`src/rtl/fetch_stage_pkg.sv`:
```
`default_nettype none
// +----------------------------------------------------------------------------+
// | Module   : fetch_stage_pkg                                                  |
// | Brief    : Shared constants and FSM encoding for the MIPS-31 fetch stage.   |
// | Revision : 1.0                                                              |
// +----------------------------------------------------------------------------+
package fetch_stage_pkg;

    localparam logic [31:0] RESET_PC_DEFAULT = 32'h0040_0000;
    localparam logic [31:0] NOP_INSTR        = 32'h0000_0000;
    localparam logic [31:0] PC_STEP          = 32'h0000_0004;

    typedef logic [0:0] fetch_state_t;
    localparam fetch_state_t S_REQ  = 1'b0;
    localparam fetch_state_t S_HELD = 1'b1;

    // Fetches are word-aligned; redirect targets may carry junk in [1:0].
    function automatic logic [31:0] word_align(input logic [31:0] addr);
        return addr & 32'hFFFF_FFFC;
    endfunction

endpackage
`default_nettype wire

```
`src/rtl/fetch_redirect_reg.sv`:
```
`default_nettype none
// +----------------------------------------------------------------------------+
// | Module   : fetch_redirect_reg                                               |
// | Brief    : Pending-redirect register and next-PC selection for fetch.       |
// | Revision : 1.0                                                              |
// +----------------------------------------------------------------------------+
module fetch_redirect_reg
    import fetch_stage_pkg::*;
(
    input  logic        clk,
    input  logic        rst,
    input  logic [31:0] i_pc,
    input  logic        i_br_now,
    input  logic [31:0] i_branch_pc,
    input  logic        i_advance,
    output logic [31:0] o_next_pc,
    output logic        o_redir_pending
);

    logic        r_redir_pending;
    logic [31:0] r_redir_pc;
    logic [31:0] w_sel_pc;
    logic        w_capture;

    // A branch resolved while the delay slot is still being fetched must be
    // remembered until that delay slot finally advances.
    assign w_capture = i_br_now & ~i_advance;

    always_ff @(posedge clk or posedge rst) begin
        if (rst) begin
            r_redir_pending <= 1'b0;
            r_redir_pc      <= 32'h0000_0000;
        end else if (i_advance) begin
            r_redir_pending <= 1'b0;
        end else if (w_capture) begin
            r_redir_pending <= 1'b1;
            r_redir_pc      <= i_branch_pc;
        end
    end

    always_comb begin
        w_sel_pc = i_pc + PC_STEP;
        if (i_br_now) begin
            w_sel_pc = i_branch_pc;
        end else if (r_redir_pending) begin
            w_sel_pc = r_redir_pc;
        end
    end

    assign o_next_pc       = word_align(w_sel_pc);
    assign o_redir_pending = r_redir_pending;

endmodule
`default_nettype wire

```
`src/rtl/fetch_stage.sv`:
```
`default_nettype none
// +----------------------------------------------------------------------------+
// | Module   : fetch_stage                                                      |
// | Brief    : MIPS-31 instruction fetch with delay-slot redirect and IF/ID reg. |
// | Revision : 1.0                                                              |
// +----------------------------------------------------------------------------+
module fetch_stage
    import fetch_stage_pkg::*;
#(
    parameter logic [31:0] RESET_PC = RESET_PC_DEFAULT
) (
    input  logic        clk,
    input  logic        rst,
    output logic        imem_req,
    output logic [31:0] imem_addr,
    input  logic [31:0] imem_rdata,
    input  logic        imem_ready,
    input  logic        stall,
    input  logic        is_branch,
    input  logic [31:0] branch_pc,
    output logic [31:0] pc_out,
    output logic [31:0] id_instr,
    output logic [31:0] id_pc,
    output logic        id_valid
);

    fetch_state_t r_state;
    logic [31:0]  r_pc;
    logic [31:0]  r_hold_instr;
    logic [31:0]  r_id_instr;
    logic [31:0]  r_id_pc;
    logic         r_id_valid;

    logic         w_in_req;
    logic         w_in_held;
    logic         w_br_now;
    logic         w_advance;
    logic         w_hold;
    logic [31:0]  w_fetch_instr;
    logic [31:0]  w_next_pc;
    logic         w_redir_pending;

    assign w_in_req  = (r_state == S_REQ);
    assign w_in_held = (r_state == S_HELD);

    // The resolver's decision belongs to the ID instruction, so it only counts
    // in the cycle that instruction actually leaves ID.
    assign w_br_now  = is_branch & r_id_valid & ~stall;

    assign w_advance = (w_in_req & imem_ready & ~stall) | (w_in_held & ~stall);
    assign w_hold    = w_in_req & imem_ready & stall;

    assign w_fetch_instr = w_in_held ? r_hold_instr : imem_rdata;

    fetch_redirect_reg u_redirect (
        .clk             (clk),
        .rst             (rst),
        .i_pc            (r_pc),
        .i_br_now        (w_br_now),
        .i_branch_pc     (branch_pc),
        .i_advance       (w_advance),
        .o_next_pc       (w_next_pc),
        .o_redir_pending (w_redir_pending)
    );

    always_ff @(posedge clk or posedge rst) begin
        if (rst) begin
            r_state      <= S_REQ;
            r_pc         <= RESET_PC;
            r_hold_instr <= NOP_INSTR;
        end else if (w_advance) begin
            r_state <= S_REQ;
            r_pc    <= w_next_pc;
        end else if (w_hold) begin
            // The completed fetch is parked here; memory is not asked again.
            r_state      <= S_HELD;
            r_hold_instr <= imem_rdata;
        end
    end

    always_ff @(posedge clk or posedge rst) begin
        if (rst) begin
            r_id_instr <= NOP_INSTR;
            r_id_pc    <= 32'h0000_0000;
            r_id_valid <= 1'b0;
        end else if (w_advance) begin
            r_id_instr <= w_fetch_instr;
            r_id_pc    <= r_pc;
            r_id_valid <= 1'b1;
        end else if (!stall) begin
            r_id_instr <= NOP_INSTR;
            r_id_pc    <= 32'h0000_0000;
            r_id_valid <= 1'b0;
        end
    end

    assign imem_req  = w_in_req & ~rst;
    assign imem_addr = r_pc;
    assign pc_out    = r_pc;
    assign id_instr  = r_id_instr;
    assign id_pc     = r_id_pc;
    assign id_valid  = r_id_valid;

    // Kept visible for debug hierarchy; ID never sees a branch while it is set.
    logic w_unused_pending;
    assign w_unused_pending = w_redir_pending;

endmodule
`default_nettype wire

```
`config.mk`:
```
export PLATFORM = sky130hd
export DESIGN_NAME = fetch_stage
export DESIGN_NICKNAME = d
export VERILOG_FILES = /design/src/rtl/fetch_stage_pkg.sv /design/src/rtl/fetch_redirect_reg.sv /design/src/rtl/fetch_stage.sv
export SDC_FILE = /design/constraint.sdc
export NUM_CORES = 1
export LEC_CHECK = 0
export ABC_AREA = 1
export BUFFER_PORTS_ARGS = -buffer_cell sky130_fd_sc_hd__buf_2
export CAP_MARGIN = 10
export CORE_MARGIN = 1
export CORE_UTILIZATION = 30
export CTS_CLUSTER_DIAMETER = 150
export CTS_CLUSTER_SIZE = 20
export DETAILED_ROUTE_END_ITERATION = 10
export GPL_ROUTABILITY_DRIVEN = 0
export PLACE_DENSITY = 0.51
export SETUP_SLACK_MARGIN = 0.4
export SLEW_MARGIN = 20
export SYNTH_ARGS = -nofsm -noshare
export SYNTH_HDL_FRONTEND = slang
export SYNTH_SLANG_ARGS = --single-unit
```
`constraint.sdc`:
```
create_clock -name clk -period 6.7 [get_ports clk]
set_clock_uncertainty 0.15 [all_clocks]
set_input_delay 0.67 -clock clk [delete_from_list [all_inputs] [get_ports clk]]
set_output_delay 0.67 -clock clk [all_outputs]
set_load 0.02 [all_outputs]
```
* Word-level counts from Yosys, hierarchy flattened
Index checks and enable logic that the tools add are counted.
Widths: inputs -> output; s select.
** Word-level totals
- Register bits :: 161
- Bits in latches :: 0
- RAM bits :: 0
- ROM bits :: 0
- Input port bits :: 69
- Output and inout port bits :: 130
- Word-level logic and storage cells :: 39
- Memories kept :: 0
** Operators by class
- Add/sub/neg operators :: 1
- Multipliers :: 0
- Div/mod/pow operators :: 0
- Order comparisons :: 0
- Eq/ne operators :: 1
- Shift-type cells :: 0
- Multiplexer cells :: 12
- Bitwise gates (word level) :: 13
- Reduce and logical (&&, ||, !) cells :: 4
** Operator list (count)
- $mux 32 :: 6
- $add 32x3->32 const B :: 1
- $and 1x1->1 :: 8
- $mux 1 :: 6
- $not 1->1 :: 4
- $reduce_and 2->1 :: 2
- $reduce_bool 2->1 :: 2
- $ne 2x1->1 const B :: 1
- $or 1x1->1 :: 1

* Longest topological paths before layout
Gate-level depths: netlist of the first run.
- Depth in word-level cells :: 8
- Depth in mapped cells :: 10
- Mapped depth without buffers :: 10

* By module
A second synthesis of the first run with hierarchy kept.
** Second synthesis, totals
- Cells, all modules :: 1164
- Area total of the unflattened synthesis :: 8540.7 µm²
** By module, submodules not included
- fetch_stage :: times used 1, cells each 702, area an instance 5794.3 µm², sequential area each 3254.4 µm²
- fetch_redirect_reg :: times used 1, cells each 462, area an instance 2746.4 µm², sequential area each 775.7 µm²

* Least setup slack after synthesis of the first run
Ideal clock, no wire load.
- Kind :: register -> output
- From :: register r_state
- To :: output port imem_req
- Data arrival time :: 1019 ps
- Required time :: 5880 ps
- Setup slack :: 4861 ps
- Cell stages (with the launch flop) :: 4
- Buffers on the path :: 2
- Cell sequence :: dfrtp_1 -> buf_2 -> clkbuf_1 -> nor2_1
** On the way
- Word-level cells in the longest chain between the ends :: 2
** RTL lines
- start, declared :: RTL line fetch_stage.sv:27 : fetch_state_t r_state;
- start signal, assigned :: RTL line fetch_stage.sv:68 : r_state <= S_REQ;
- start signal, assigned :: RTL line fetch_stage.sv:72 : r_state <= S_REQ;
- start signal, assigned :: RTL line fetch_stage.sv:76 : r_state <= S_HELD;
- $not 1->1 :: RTL line fetch_stage.sv:43 : assign w_in_req = (r_state == S_REQ);
- $and 1x1->1 :: RTL line fetch_stage.sv:97 : assign imem_req = w_in_req & ~rst;
- end, declared :: RTL line fetch_stage.sv:14 : output logic imem_req,
No other way between the ends.

* Worst setup path in the final report of the first run
- From :: register r_id_valid, in the netlist id_valid
- To :: register u_redirect.r_redir_pc[9]
** On the way
- Word-level cells in the longest chain between the ends :: 4
** RTL lines
- start, declared :: RTL line fetch_stage.sv:32 : logic r_id_valid;
- start signal, assigned :: RTL line fetch_stage.sv:85 : r_id_valid <= 1'b0;
- start signal, assigned :: RTL line fetch_stage.sv:89 : r_id_valid <= 1'b1;
- start signal, assigned :: RTL line fetch_stage.sv:93 : r_id_valid <= 1'b0;
- $and 1x1->1 (2 in a row) :: RTL line fetch_stage.sv:48 : assign w_br_now = is_branch & r_id_valid & ~stall;
- $and 1x1->1 :: RTL line fetch_redirect_reg.sv:27 : assign w_capture = i_br_now & ~i_advance;
- $reduce_and 2->1 (no line)
- end signal, assigned :: RTL line fetch_redirect_reg.sv:37 : r_redir_pc <= i_branch_pc;
- end, declared :: RTL line fetch_redirect_reg.sv:21 : logic [31:0] r_redir_pc;
No other way between the ends.
A chain may end at the register's enable or synchronous reset.

==> results of run 1 <==
## power groups by stage
stage	Clock (mW)	Sequential, mW	Combinational, mW
after global placement	0	1.34	0.924
after global routing	1.01	1.36	1.03
after floorplan	0	1.42	0.557
after CTS	0.975	1.33	0.935
after detailed placement	0	1.35	0.931
final	0.951	1.33	0.926
## final cells by class
cell class | instances | area, sq um | share of cell area
clock inverters | 14 | 132.6 | 0.01414
multi-input cells | 668 | 3119 | 0.3324
well taps | 330 | 412.9 | 0.04401
repair buffers | 197 | 1016 | 0.1083
clock buffers | 18 | 439.2 | 0.04681
flip-flops and latches | 157 | 3931 | 0.4190
inverters | 87 | 331.6 | 0.03534
## final timing paths
check | start | end | slack [ns] | cells after the start
max in group asynchronous | rst | r_state | 4.82 | 4
hold / removal | rst | id_instr[6] | 0.25 | 2
min in group clk | branch_pc[16] | u_redirect.r_redir_pc[16] | 0.31 | 3
setup reg to reg | id_valid | u_redirect.r_redir_pc[9] | 3.63 | 8
hold reg to reg | u_redirect.r_redir_pc[31] | u_redirect.r_redir_pc[31] | 0.32 | 2
setup / recovery | id_valid | u_redirect.r_redir_pc[9] | 3.63 | 8
## logic make-up (layout without fill, tap and decap cells)
kind of cell	count (synthesis)	in the layout	share of synthesized area
AOI/OAI and AO/OA	221	221	0.1616
xor gates and xnor gates	4	4	0.004477
adders and majority gates	1	1	0.001598
buffers and inverters	172	316	0.1025
DFF	157	157	0.5021
other	1	6	0.0004791
and+or+nand+nor	436	436	0.2273
## layer usage
layer	vias to the layer above	GRT usage
met5	-	0
met4	0	0.06439
met3	24	0.03047
li1	3425	-
met1	3198	0.2584
met2	230	0.2669
## cells in the mapped netlist, types with 2 or more instances
| cell type | number | area share |
|---|---|---|
| inv_1 | 84 | 0.040 |
| nand2_1 | 281 | 0.13 |
| nand2_2 | 3 | 0.0024 |
| inv_2 | 2 | 0.00096 |
| nand2_4 | 2 | 0.0029 |
| dfrtp_1 | 156 | 0.50 |
| xor2_1 | 2 | 0.0022 |
| a21oi_1 | 50 | 0.032 |
| nand3_1 | 32 | 0.020 |
| nor2_1 | 101 | 0.048 |
| nor2_2 | 7 | 0.0056 |
| buf_1 | 2 | 0.00096 |
| buf_2 | 14 | 0.0090 |
| nor2_4 | 4 | 0.0058 |
| o21ai_0 | 117 | 0.075 |
| o22ai_1 | 4 | 0.0032 |
| a22o_1 | 35 | 0.039 |
| o21ai_1 | 4 | 0.0026 |
| a22oi_1 | 6 | 0.0058 |
| xnor2_1 | 2 | 0.0022 |
| clkbuf_1 | 32 | 0.015 |
| a31oi_1 | 4 | 0.0032 |
| buf_4 | 37 | 0.035 |
| nand4_1 | 3 | 0.0024 |
## registers in the layout, summed over array words and instances (netlist names)
| name | flops |
|---|---|
| u_redirect.r_redir_pc | 30 |
| r_state | 1 |
| u_redirect.o_redir_pending | 1 |
| r_hold_instr | 32 |
| id_instr | 32 |
| imem_addr | 30 |
| id_valid | 1 |
| id_pc | 30 |
## metrics by stage
step	total power [mW]	instances
3_5_place_dp	2.279	1438
6_report	3.206	1471
2_1_floorplan	1.979	997
5_1_grt	3.403	1471
4_1_cts	3.241	1470
3_3_place_gp	2.266	1438
## critical path: stages (launching register included)
cell     delay [ns]
dfrtp_1        0.37
nand2_1        0.18
nor2_4         0.12
buf_4          0.48
inv_1          0.20
nor2_4         0.70
inv_2          0.46
nand2_1        0.14
o21ai_0        0.09
==> summary.txt, run 1 <==
Run status
  • Run status: complete, no violations

Placement
  • Port bufs: 190
  • Placement Setup Slack: 3.176 ns
  • Placed Area: 8791 sq um
  • HPWL after detailed placement: 15950 microns

Clocking
  • CTS resizes: 0
  • Clk_lat worst skew: approximately 0.43 ns
  • H-tree depth: 4
  • Buffer depth of the longest clock path: 2
  • TritonCTS Buffers: 17
  • Setup Buffers After CTS: 0
  • Clk pin slew, worst setup/hold paths: 0.07 ns
  • Root Buffer: clkbuf_16
  • CTS tree: built
  • CTS Sinks: between 150 and 200
  • Hold_buf cts: 0

Worst setup path
  • Worst Path Max Fanout: 55
  • CP Capture Type: flop
  • CP Class: flop to flop
  • WP data arrival: roughly 3.2 ns
  • Required @ worst endpoint: 6.84 ns
  • Setup crit start kind: flop

Die
  • Ports: approximately 200
  • Die height: 163.5 microns
  • Starting Density: 0.3082
  • Core Area: between 20000 and 30000 sq um
  • Die width: 163.5 microns
  • Die area: approximately 27000 sq um
  • FP Rows: 58

Routing
  • Wire length on met3: approximately 1400 microns
  • Post-Route M1 WL: 11620 microns
  • Routed Wire Length: around 24000 microns
  • Vias/cell: around 4.7
  • DR WL met2: 10160 microns
  • Routed length per instance: 16.05 microns
  • Router iterations before antenna repair: 5
  • Drt first-iter violations: 516
  • Uppermost layer routed: met4
  • Total number of vias: a little under 7000
  • ANT nets after route: 0
  • Final routed DRC violation total: 0

Logic synthesis
  • Post-synthesis sequential area ratio: 0.5021
  • Synth Register Bits: 157
  • EDFF count, synth: 0
  • Yosys cell types: 32
  • Synth Area per Inst: approximately 7.9 sq um
  • Synth warn: 0
  • Cell Area, Synth: slightly below 8000 sq um
  • Top FF cell, synth: dfrtp_1
  • Synth Instances: 992
  • Fraction of registers with async set or reset after synthesis: 1.000

Timing
  • Setup TNS: 0 ns
  • Minimum clock period: about 3.1 ns
  • Max Transition Viols Final: 0
  • Final hold slack: 0.2531 ns
  • Final Setup Violations: 0
  • Unrepaired setup endpoints after global routing: false
  • Final WS setup: about 3.6 ns
  • Hold Vio Cnt, Final: 0
  • Max_slew headroom: 0.3131
  • Fmax: about 330 MHz
  • Final period utilization: 0.4575
  • Slew @ Worst Pin: just over 1 ns

Pwr
  • Net Sw Frac: 0.3872
  • Static Leak: roughly 4.8 nW
  • Combinational power share: 0.289
  • Worst vdd ir: approximately 0.00018 V
  • Clk pwr share: 0.297
  • P per Cell Area: 341.7 nW/um^2
  • Share of power burned in registers: 0.415
  • Int Pwr: ~2.0 mW
  • NetSw: about 1.2 mW

Global routing
  • Largest net degree at the start of global routing: 85
  • GRT Overall Usage: 0.1791
  • Global route total overflow: 0
  • Number of global-route vias before repair: 6403
  • Global-route wire length before repair: ~37000 microns
  • Number of antenna violations at the first check in global routing: 0

Layout
  • Design area: between 9000 and 10000 sq um
  • Diodes inserted: 0
  • Fin util: 0.3694
  • Fill cells: about 2700
  • Commonest non-fill, non-tap cell in the layout: nand2_1
  • Share of cells above drive strength 1: 0.2209
  • Layout Nets: ~1200
  • Most frequent cells in the layout: 281 x nand2_1, 190 x buf_2, 155 x dfrtp_1
  • Layout area overhead: 19.87%

Min path
  • Path type of the worst min-delay path: input port to asynchronous set/reset pin

Run
  • Max-cap viol count: 0
(Power assumes the default switching activity.)
==> run 2, diff against run 1 <==
Clock period 6.7 ns to 3.1 ns, I/O delays scaled along.
==> run 2 against run 1 <==
Against the previous run: critical path depth is 2 lower; cell count is 2.4% higher; routed wire length is 1.4% higher; first-iteration DRC count is 22% higher; setup slack worse by 2.8 ns; sequential power is 120% higher; critical endpoint is now u_redirect.r_redir_pc[18]; largest cell class unchanged.
==> summary.txt, run 2 (synthesis gave the netlist of run 1 again) <==
Worst setup path
  • End of the worst register-to-register path: u_redirect.r_redir_pc[18]
  • R2R Setup Slk: 0.88 ns (-2.75 ns)
  • Max incr delay on CP: 0.49 ns (-0.21 ns)
  • Slowest CP cell: nor2_4
  • Reg2Reg Depth: 6 (-2)
  • Critical-path cell list: nor2_1 -> inv_1 -> nor2_4 -> inv_2 -> nand2_1 -> o21ai_0
  • Crit path buffers/inverters: 2 (-1)
  • WP data arrival: 2.36 ns (-0.85 ns)
  • Setup crit start kind: flop
  • WP depth: 6 (-2)
  • Worst r2r src: r_state
  • CP top delay family: simple AND/OR/NAND/NOR gates
  • Crit path to: u_redirect.r_redir_pc[18]
  • CP Capture Type: flop
  • CP Class: flop to flop
  • Crit. Startpoint: r_state
  • Worst Path Max Fanout: 25 (-55%)
  • Required @ worst endpoint: 3.24 ns (-3.60 ns)

Routing
  • Routed length per instance: 15.89 microns (-1.0%)
  • Drt first-iter violations: 628 (+22%)
  • Final routed DRC violation total: 0 (unchanged)
  • Vias/cell: 4.668 (-0.16%)
  • Total number of vias: 7034 (+2.3%)
  • Router iterations before antenna repair: 7 (+2)
  • ANT nets after route: 0 (unchanged)
  • Routed Wire Length: 23940 microns (+1.4%)

Timing
  • Max Transition Viols Final: 0 (unchanged)
  • Fmax: 450.7 MHz (+38%)
  • Max_slew headroom: 0.4122 (+0.09908)
  • Unrepaired setup endpoints after global routing: false
  • Minimum clock period: 2.219 ns (-0.8464 ns)
  • Slew @ Worst Pin: 0.8817 ns (-0.1450 ns)
  • Hold Vio Cnt, Final: 0 (unchanged)
  • Setup TNS: 0 ns (unchanged)
  • Final hold slack: 0.009277 ns (-0.2438 ns)
  • Final period utilization: 0.7158 (+0.2583)
  • Final Setup Violations: 0 (unchanged)

Global routing
  • GRT Overall Usage: 0.1816 (+0.002520)
  • Number of global-route vias before repair: 6603 (+3.1%)
  • Global-route wire length before repair: 37180 microns (+1.4%)
  • Largest net degree at the start of global routing: 158 (+86%)
  • Number of antenna violations at the first check in global routing: 0 (unchanged)
  • Global route total overflow: 0 (unchanged)

Layout
  • Most frequent cells in the layout: 281 x nand2_1, 190 x buf_2, 155 x dfrtp_1
  • Share of cells above drive strength 1: 0.2160 (-0.004873)
  • Final std cells w/o fill: 1507 (+2.4%)
  • Fill cells: 2700 (-1.1%)
  • Commonest non-fill, non-tap cell in the layout: nand2_1
  • Layout area overhead: 24.47%
  • Layout Nets: 1233 (+2.9%)
  • Fin util: 0.3836 (+0.01419)

Die
  • FP Rows: 58 (unchanged)
  • Die height: 163.5 microns (unchanged)
  • Starting Density: 0.3082 (unchanged)
  • Ports: 199 (unchanged)
  • Die area: 26740 sq um (unchanged)
  • Core Area: 25400 sq um (unchanged)
  • Die width: 163.5 microns (unchanged)

Run status
  • Run status: complete, no violations

Placement
  • HPWL after detailed placement: 16070 microns (+0.75%)
  • Number of instances in the placed design: 1442 (+0.28%)
  • Port bufs: 190 (unchanged)

Pwr
  • Worst vdd ir: 0.0003683 V (+100%)
  • P per Cell Area: 722.9 nW/um^2 (+110%)
  • Static Leak: 4.993 nW (+3.0%)

Clocking
  • CTS resizes: 0 (unchanged)
  • CTS Sinks: 157 (unchanged)
  • Clk pin slew, worst setup/hold paths: 0.07 ns (about the same)
  • Clk_lat worst skew: 0.42 ns (about the same)
  • Hold_buf cts: 32 (+32)
  • CTS tree: built
  • Buffer depth of the longest clock path: 2 (unchanged)
  • Root Buffer: clkbuf_16
  • H-tree depth: 4 (unchanged)
  • Setup Buffers After CTS: 0 (unchanged)
  • TritonCTS Buffers: 17 (unchanged)

Min path
  • Path type of the worst min-delay path: input port to asynchronous set/reset pin

Run
  • Max-cap viol count: 0 (unchanged)
[run 2: area by class of cell]
| cell class | instances | area [sq um] | share of cell area |
|---|---|---|---|
| Timing Repair Buffer | 232 | 1359 | 0.1395 |
| Sequential cell | 157 | 3931 | 0.4035 |
| Tap cell | 330 | 412.9 | 0.04238 |
| Multi-Input combinational cell | 668 | 3119 | 0.3201 |
| Clock buffer | 18 | 429.2 | 0.04405 |
| Antenna cell | 1 | 2.502 | 0.0002568 |
| Clock inverter | 14 | 158.9 | 0.01631 |
| Inverter | 87 | 330.3 | 0.03390 |
[run 2: worst min path at each step]
stage	cells past startpoint	endpoint	slack [ns]
global placement	2	u_redirect.r_redir_pc[14]	0.31
detailed placement	2	u_redirect.r_redir_pc[5]	0.31
global route	3	r_hold_instr[15]	0.01
finish	3	r_hold_instr[5]	0.009
floorplan	2	u_redirect.r_redir_pc[2]	0.28
CTS	3	r_hold_instr[11]	0.003
[run 2: metrics by stage]
| stage | worst slack [ns] | instance area, sq um | total power [mW] |
|---|---|---|---|
| 6_report | 0.8812 | 9743 | 7.043 |
| 5_1_grt | 0.6889 | 9741 | 7.467 |
| 4_1_cts | 0.8443 | 9741 | 7.111 |
| 3_5_place_dp | 0.8255 | 8832 | 4.928 |
| 3_3_place_gp | 0.8246 | 8832 | 4.901 |
| 2_1_floorplan | 0.6539 | 7850 | 4.277 |
[run 2: worst min-delay path: stages]
cell and delay, ns:
buf_2 0.12, clkinvlp_4 0.07, buf_12 0.62
[run 2: routing by layer]
metal	track usage	part of all wire	vias to the layer above
li1	-	-	3498
met1	0.2571	0.49	3308
met2	0.2733	0.44	202
met3	0.03911	0.049	26
met4	0.05850	0.021	0
met5	0	0	-
[run 2: report_power, final]
part	internal (mW)	switching (mW)
registers	2.46	0.421
logic	0.676	1.36
clock network	1.20	0.928
total	4.34	2.71
